===== src/rtl/mux8_arb_pkg.sv =====
// Shared constants and types for the round-robin arbiter in front of the 8:1 mux.
package mux8_arb_pkg;

    localparam int NUM_REQ = 8;
    localparam int SEL_W   = 3;

    typedef enum logic {
        IDLE  = 1'b0,
        GRANT = 1'b1
    } arb_state_t;

endpackage


===== src/rtl/mux8_rr_pick.sv =====
// Combinational round-robin winner: first requester at or after ptr, wrapping mod 8.
module mux8_rr_pick
    import mux8_arb_pkg::*;
(
    input  logic [NUM_REQ-1:0] req,
    input  logic [SEL_W-1:0]   ptr,
    output logic               any,
    output logic [SEL_W-1:0]   idx
);

    logic [2*NUM_REQ-1:0] req_dbl;
    logic [NUM_REQ-1:0]   req_rot;
    logic [SEL_W-1:0]     rot_idx;

    // Doubling the vector turns the rotate into a plain shift so bit 0 is requester ptr.
    assign req_dbl = {req, req};
    assign req_rot = req_dbl[ptr +: NUM_REQ];
    assign any     = |req;

    always_comb begin
        rot_idx = '0;
        for (int i = NUM_REQ - 1; i >= 0; i--) begin
            if (req_rot[i]) begin
                rot_idx = SEL_W'(i);
            end
        end
    end

    // 3-bit addition wraps naturally, undoing the rotation.
    assign idx = rot_idx + ptr;

endmodule


===== src/rtl/mux8_rr_arbiter.sv =====
// Round-robin arbiter driving sel/en of an 8:1 mux, with a per-owner hold limit.
module mux8_rr_arbiter
    import mux8_arb_pkg::*;
#(
    parameter int MAX_HOLD = 16,
    parameter int HOLD_W   = 5
)(
    input  logic               clk,
    input  logic               rst,
    input  logic               arb_en,
    input  logic [NUM_REQ-1:0] req,
    output logic [NUM_REQ-1:0] gnt,
    output logic [SEL_W-1:0]   sel,
    output logic               en,
    output logic               busy
);

    localparam bit               HOLD_LIMITED = (MAX_HOLD != 0);
    localparam logic [HOLD_W-1:0] HOLD_LAST   = HOLD_W'((MAX_HOLD == 0) ? 0 : MAX_HOLD - 1);

    arb_state_t          state_q, state_d;
    logic [NUM_REQ-1:0]  gnt_q, gnt_d;
    logic [SEL_W-1:0]    sel_q, sel_d;
    logic                en_q, en_d;
    logic                busy_q, busy_d;
    logic [SEL_W-1:0]    ptr_q, ptr_d;
    logic [HOLD_W-1:0]   hold_cnt_q, hold_cnt_d;

    logic                release_now;
    logic [SEL_W-1:0]    pick_ptr;
    logic                pick_any;
    logic [SEL_W-1:0]    pick_idx;

    // On a release the winner is searched from owner+1, so the outgoing owner is last.
    assign pick_ptr = (state_q == GRANT) ? sel_q + SEL_W'(1) : ptr_q;

    mux8_rr_pick u_pick (
        .req (req),
        .ptr (pick_ptr),
        .any (pick_any),
        .idx (pick_idx)
    );

    assign release_now = (state_q == GRANT) &&
                         (!req[sel_q] ||
                          (HOLD_LIMITED && (hold_cnt_q == HOLD_LAST)) ||
                          !arb_en);

    always_comb begin
        state_d    = state_q;
        gnt_d      = gnt_q;
        sel_d      = sel_q;
        en_d       = en_q;
        busy_d     = busy_q;
        ptr_d      = ptr_q;
        hold_cnt_d = hold_cnt_q;

        if (state_q == IDLE) begin
            if (arb_en && pick_any) begin
                state_d    = GRANT;
                sel_d      = pick_idx;
                gnt_d      = NUM_REQ'(1) << pick_idx;
                en_d       = 1'b1;
                busy_d     = 1'b1;
                hold_cnt_d = '0;
            end
        end else if (!release_now) begin
            hold_cnt_d = hold_cnt_q + HOLD_W'(1);
        end else begin
            ptr_d      = pick_ptr;
            hold_cnt_d = '0;
            if (arb_en && pick_any) begin
                sel_d = pick_idx;
                gnt_d = NUM_REQ'(1) << pick_idx;
            end else begin
                state_d = IDLE;
                gnt_d   = '0;
                en_d    = 1'b0;
                busy_d  = 1'b0;
            end
        end
    end

    always_ff @(posedge clk) begin
        if (rst) begin
            state_q    <= IDLE;
            gnt_q      <= '0;
            sel_q      <= '0;
            en_q       <= 1'b0;
            busy_q     <= 1'b0;
            ptr_q      <= '0;
            hold_cnt_q <= '0;
        end else begin
            state_q    <= state_d;
            gnt_q      <= gnt_d;
            sel_q      <= sel_d;
            en_q       <= en_d;
            busy_q     <= busy_d;
            ptr_q      <= ptr_d;
            hold_cnt_q <= hold_cnt_d;
        end
    end

    assign gnt  = gnt_q;
    assign sel  = sel_q;
    assign en   = en_q;
    assign busy = busy_q;

endmodule


===== config.mk =====
export PLATFORM = sky130hd
export DESIGN_NAME = mux8_rr_arbiter
export DESIGN_NICKNAME = d
export VERILOG_FILES = /design/src/rtl/mux8_arb_pkg.sv /design/src/rtl/mux8_rr_pick.sv /design/src/rtl/mux8_rr_arbiter.sv
export SDC_FILE = /design/constraint.sdc
export NUM_CORES = 1
export LEC_CHECK = 0
export CAP_MARGIN = 5
export CORE_ASPECT_RATIO = 0.9
export CORE_MARGIN = 2
export CORE_UTILIZATION = 53
export CTS_BUF_LIST = sky130_fd_sc_hd__clkbuf_16
export DETAILED_ROUTE_END_ITERATION = 8
export PLACE_DENSITY = 0.76
export SYNTH_ARGS = -nofsm -noshare
export SYNTH_HDL_FRONTEND = slang
export SYNTH_SLANG_ARGS = --single-unit

===== constraint.sdc =====
create_clock -name clk -period 4.5 [get_ports clk]
set_input_delay 0.45 -clock clk [delete_from_list [all_inputs] [get_ports clk]]
set_output_delay 0.45 -clock clk [all_outputs]
set_load 0.005 [all_outputs]

==> flow_metrics.py <==
metrics = {
    "outcome": {
        "status": "complete, no violations",
    },
    "cts": {
        "clock_latency_ps": 260,
        "cts-resized-gates": 0,
        "path_clk_slew_ps": 60,
        "cts_max_level": 1,
        "ctsHoldBuffers": 0,
        "cts_tree": "yes",
        "cts_buffers": 3,
        "cts_sinks": 21,
        "post-cts-setup-buffer-count": 0,
        "clockBufferDepth": 2,
        "cts_root_buf": "clkbuf_16",
    },
    "power_and_ir_drop": {
        "irDropWorstVdd_v": 0.000238,
        "pwr-share-clk_pct": 29.3,
        "swShare_pct": 32.4,
        "p_leak_nw": 0.739,
        "p_total_mw": 0.644,
        "p_switching_mw": 0.208,
        "p_per_area_nw_per_um2": 345,
        "power_frac_seq_pct": 33.8,
        "combPwrFrac_pct": 36.9,
        "internal-power_mw": 0.435,
    },
    "setup_path": {
        "critPathCaptureType": "flop",
        "cp_data_arrival_time_ps": 4170,
        "critPathTopFamily": "multiplexers",
        "cp.required_ps": 4650,
        "crit_end": "gnt[7]$_SDFFE_PP0P_",
        "critical_path_depth": 14,
        "worstRegToRegCells": 14,
        "path_max_fanout": 16,
        "cp.buffers_inverters": 1,
        "cp_slowest_cell": "dfxtp_1",
        "slowest_delay_ps": 520,
        "worst-setup-path-type": "reg2reg",
        "cp-start-kind": "flop",
        "worstReg2RegEnd": "gnt[7]$_SDFFE_PP0P_",
        "worstPathCellList": "ha_1 > xor2_1 > mux2i_2 > buf_4 > mux2i_1 > mux2i_1 > mux2_2 > a31oi_1 > o21ai_1 > nand2b_1 > fa_1 > xnor2_1 > xnor2_1 > a32o_1",
        "r2r_setup_slack_ps": 480,
        "r2r-start": "sel[0]$_SDFFE_PP0P_",
        "crit_start": "sel[0]$_SDFFE_PP0P_",
    },
    "sta": {
        "setup-tns-final_ps": 0,
        "maxSlewViolCount": 0,
        "whs_ps": 464,
        "setup_violations": 0,
        "rsz0062_at_grt": "no",
        "min_period_ps": 4020,
        "tightest_slew_ps": 581,
        "clock.fmax_mhz": 249,
        "relSlewSlack_pct": 61.2,
        "finalHoldViolCount": 0,
        "period_share_pct": 89.4,
        "fin_ws_ps": 479,
        "fin_skew_ps": 5.05,
    },
    "yosys": {
        "synth_area_um2": 1530,
        "ys.flop_type": "dfxtp_1",
        "seq_area_frac_synth_pct": 27.5,
        "yosysMostFrequentCell": "nor2_1",
        "synth_fp_nets": 189,
        "synth_xor_area_share_pct": 3.92,
        "synth_top_cell_by_area": "dfxtp_1",
        "yosysWarnings": 0,
        "synth_top_family_by_area": "multiplexers",
        "synth_common_cells": "24 x nor2_1, 21 x dfxtp_1, 18 x mux2i_1",
        "synth_mux_area_share_pct": 21.2,
        "synth-simple-area-share_pct": 18.1,
        "syn_inst": 174,
        "synth_edf_count": 0,
        "async_flop_share_pct": 0,
        "synth_compound_area_share_pct": 20.3,
        "ys_seq_elements": 21,
        "ys_types": 49,
        "synth.top_cells.by_area": "dfxtp_1 27%, mux2i_1 12%, nor2_1 5.9%",
        "synth_fa_ha_area_share_pct": 3.76,
        "synth_top_area_share_pct": 27.5,
        "syn_avg_cell_area_um2": 8.79,
    },
    "die": {
        "die_h_um": 55.0,
        "initial_core_util_pct": 55.7,
        "fp.coreArea_um2": 2750,
        "io_pins": 24,
        "rows": 18,
        "dieArea_um2": 3330,
        "dieWidth_um": 60.6,
    },
    "drt": {
        "wl_per_cell_um": 14.5,
        "dr_wl_met2_mm": 1.43,
        "num_vias": 1358,
        "wirelength_mm": 3.42,
        "drc": 0,
        "wl_met3_um": 206,
        "antenna_left": 0,
        "highest_layer": "met4",
        "wl_met1_mm": 1.76,
        "via_per_inst": 5.78,
        "drtPass1Iterations": 4,
        "drt_iter0_markers": 83,
    },
    "global_route": {
        "grt_pass1_wl_mm": 5.89,
        "grt_use_total_pct": 23.5,
        "overflow": 0,
        "grt_max_degree": 17,
        "grt_pass1_vias": 1226,
        "antenna_found_initial": 0,
    },
    "flow_run": {
        "maxCapViolations": 0,
    },
    "place": {
        "dp_slack_ps": 481,
        "dp_hpwl_mm": 2.59,
        "portBuffers": 23,
        "placed_area_um2": 1790,
        "globalplace.congestion": 0.841,
    },
    "final_layout": {
        "stdcell_area_um2": 1870,
        "n_antenna_cell": 0,
        "area_growth_pct": 21.9,
        "drive_gt1_share_pct": 10.3,
        "layout.nets": 211,
    },
    "min_path": {
        "hold_class": "reg2reg",
        "min_from": "ptr_q[0]$_SDFFE_PP0P_",
    },
}
-- worst min path at each step --
stage | slack [ps] | end | depth (start not counted)
CTS | 470 | ptr_q[0]$_SDFFE_PP0P_ | 2
global placement | 450 | ptr_q[0]$_SDFFE_PP0P_ | 2
floorplan | 440 | ptr_q[0]$_SDFFE_PP0P_ | 2
detailed placement | 460 | ptr_q[0]$_SDFFE_PP0P_ | 2
global route | 480 | ptr_q[0]$_SDFFE_PP0P_ | 2
finish | 460 | ptr_q[0]$_SDFFE_PP0P_ | 2
-- power by group through the flow --
stage | Clock, mW | Combinational (mW) | Sequential, mW
after global placement | 0 | 0.233 | 0.220
final | 0.189 | 0.238 | 0.217
after global routing | 0.195 | 0.261 | 0.220
after detailed placement | 0 | 0.236 | 0.222
after CTS | 0.189 | 0.237 | 0.218
after floorplan | 0 | 0.166 | 0.218
-- per-layer routing --
layer	up-vias	track usage, %
met3	5	6.05
li1	684	-
met4	0	4.35
met1	628	35.4
met2	41	33.9
met5	-	0
-- worst reg2reg max path, cell delays in order, from the launching register on --
cell	delay (ps)
dfxtp_1	520
ha_1	230
xor2_1	90
mux2i_2	370
buf_4	310
mux2i_1	320
mux2i_1	130
mux2_2	300
a31oi_1	140
o21ai_1	120
nand2b_1	190
fa_1	390
xnor2_1	330
xnor2_1	190
a32o_1	290
-- registers in the layout, indices dropped and copies added, names as in the netlist --
register,cells
ptr_q,3
state_q,1
sel,3
busy,1
gnt,8
hold_cnt_q,5
-- placed cells by master, fill, tap and decap left out, types with 3 or more instances in the layout --
| cell type | count |
|---|---|
| o21ai_0 | 4 |
| dfxtp_1 | 21 |
| a21oi_1 | 16 |
| clkdlybuf4s50_1 | 23 |
| ha_1 | 3 |
| and3_1 | 3 |
| nand2b_1 | 3 |
| a211oi_1 | 3 |
| nor2_1 | 24 |
| a32o_1 | 8 |
| mux2i_1 | 17 |
| nand2_1 | 8 |
| inv_1 | 9 |
| mux2i_2 | 3 |
| xnor2_1 | 3 |
| clkbuf_16 | 3 |
-- final cells by class --
cell class / instances / area [um^2]
Clock buffer: 3 / 75.1
Clock inverter: 1 / 5.00
Fill cell: 250 / 882
Inverter: 10 / 37.5
Multi-Input combinational cell: 135 / 1030
Sequential cell: 21 / 420
Tap cell: 40 / 50.0
Timing Repair Buffer: 25 / 245
-- cell families after synthesis --
group | count (synthesis)
compound gates | 45
simple gates | 53
mux | 27
xor+xnor | 6
fa+ha+maj | 4
buf+inv | 18
flops | 21
-- through the flow --
stage / util, % / instances
4_1_cts: 67.9 / 235
5_1_grt: 67.9 / 235
6_report: 67.9 / 235
3_3_place_gp: 65.0 / 231
2_1_floorplan: - / 174
3_5_place_dp: 65.0 / 231
Note: power is estimated with default switching activity, not from simulation.
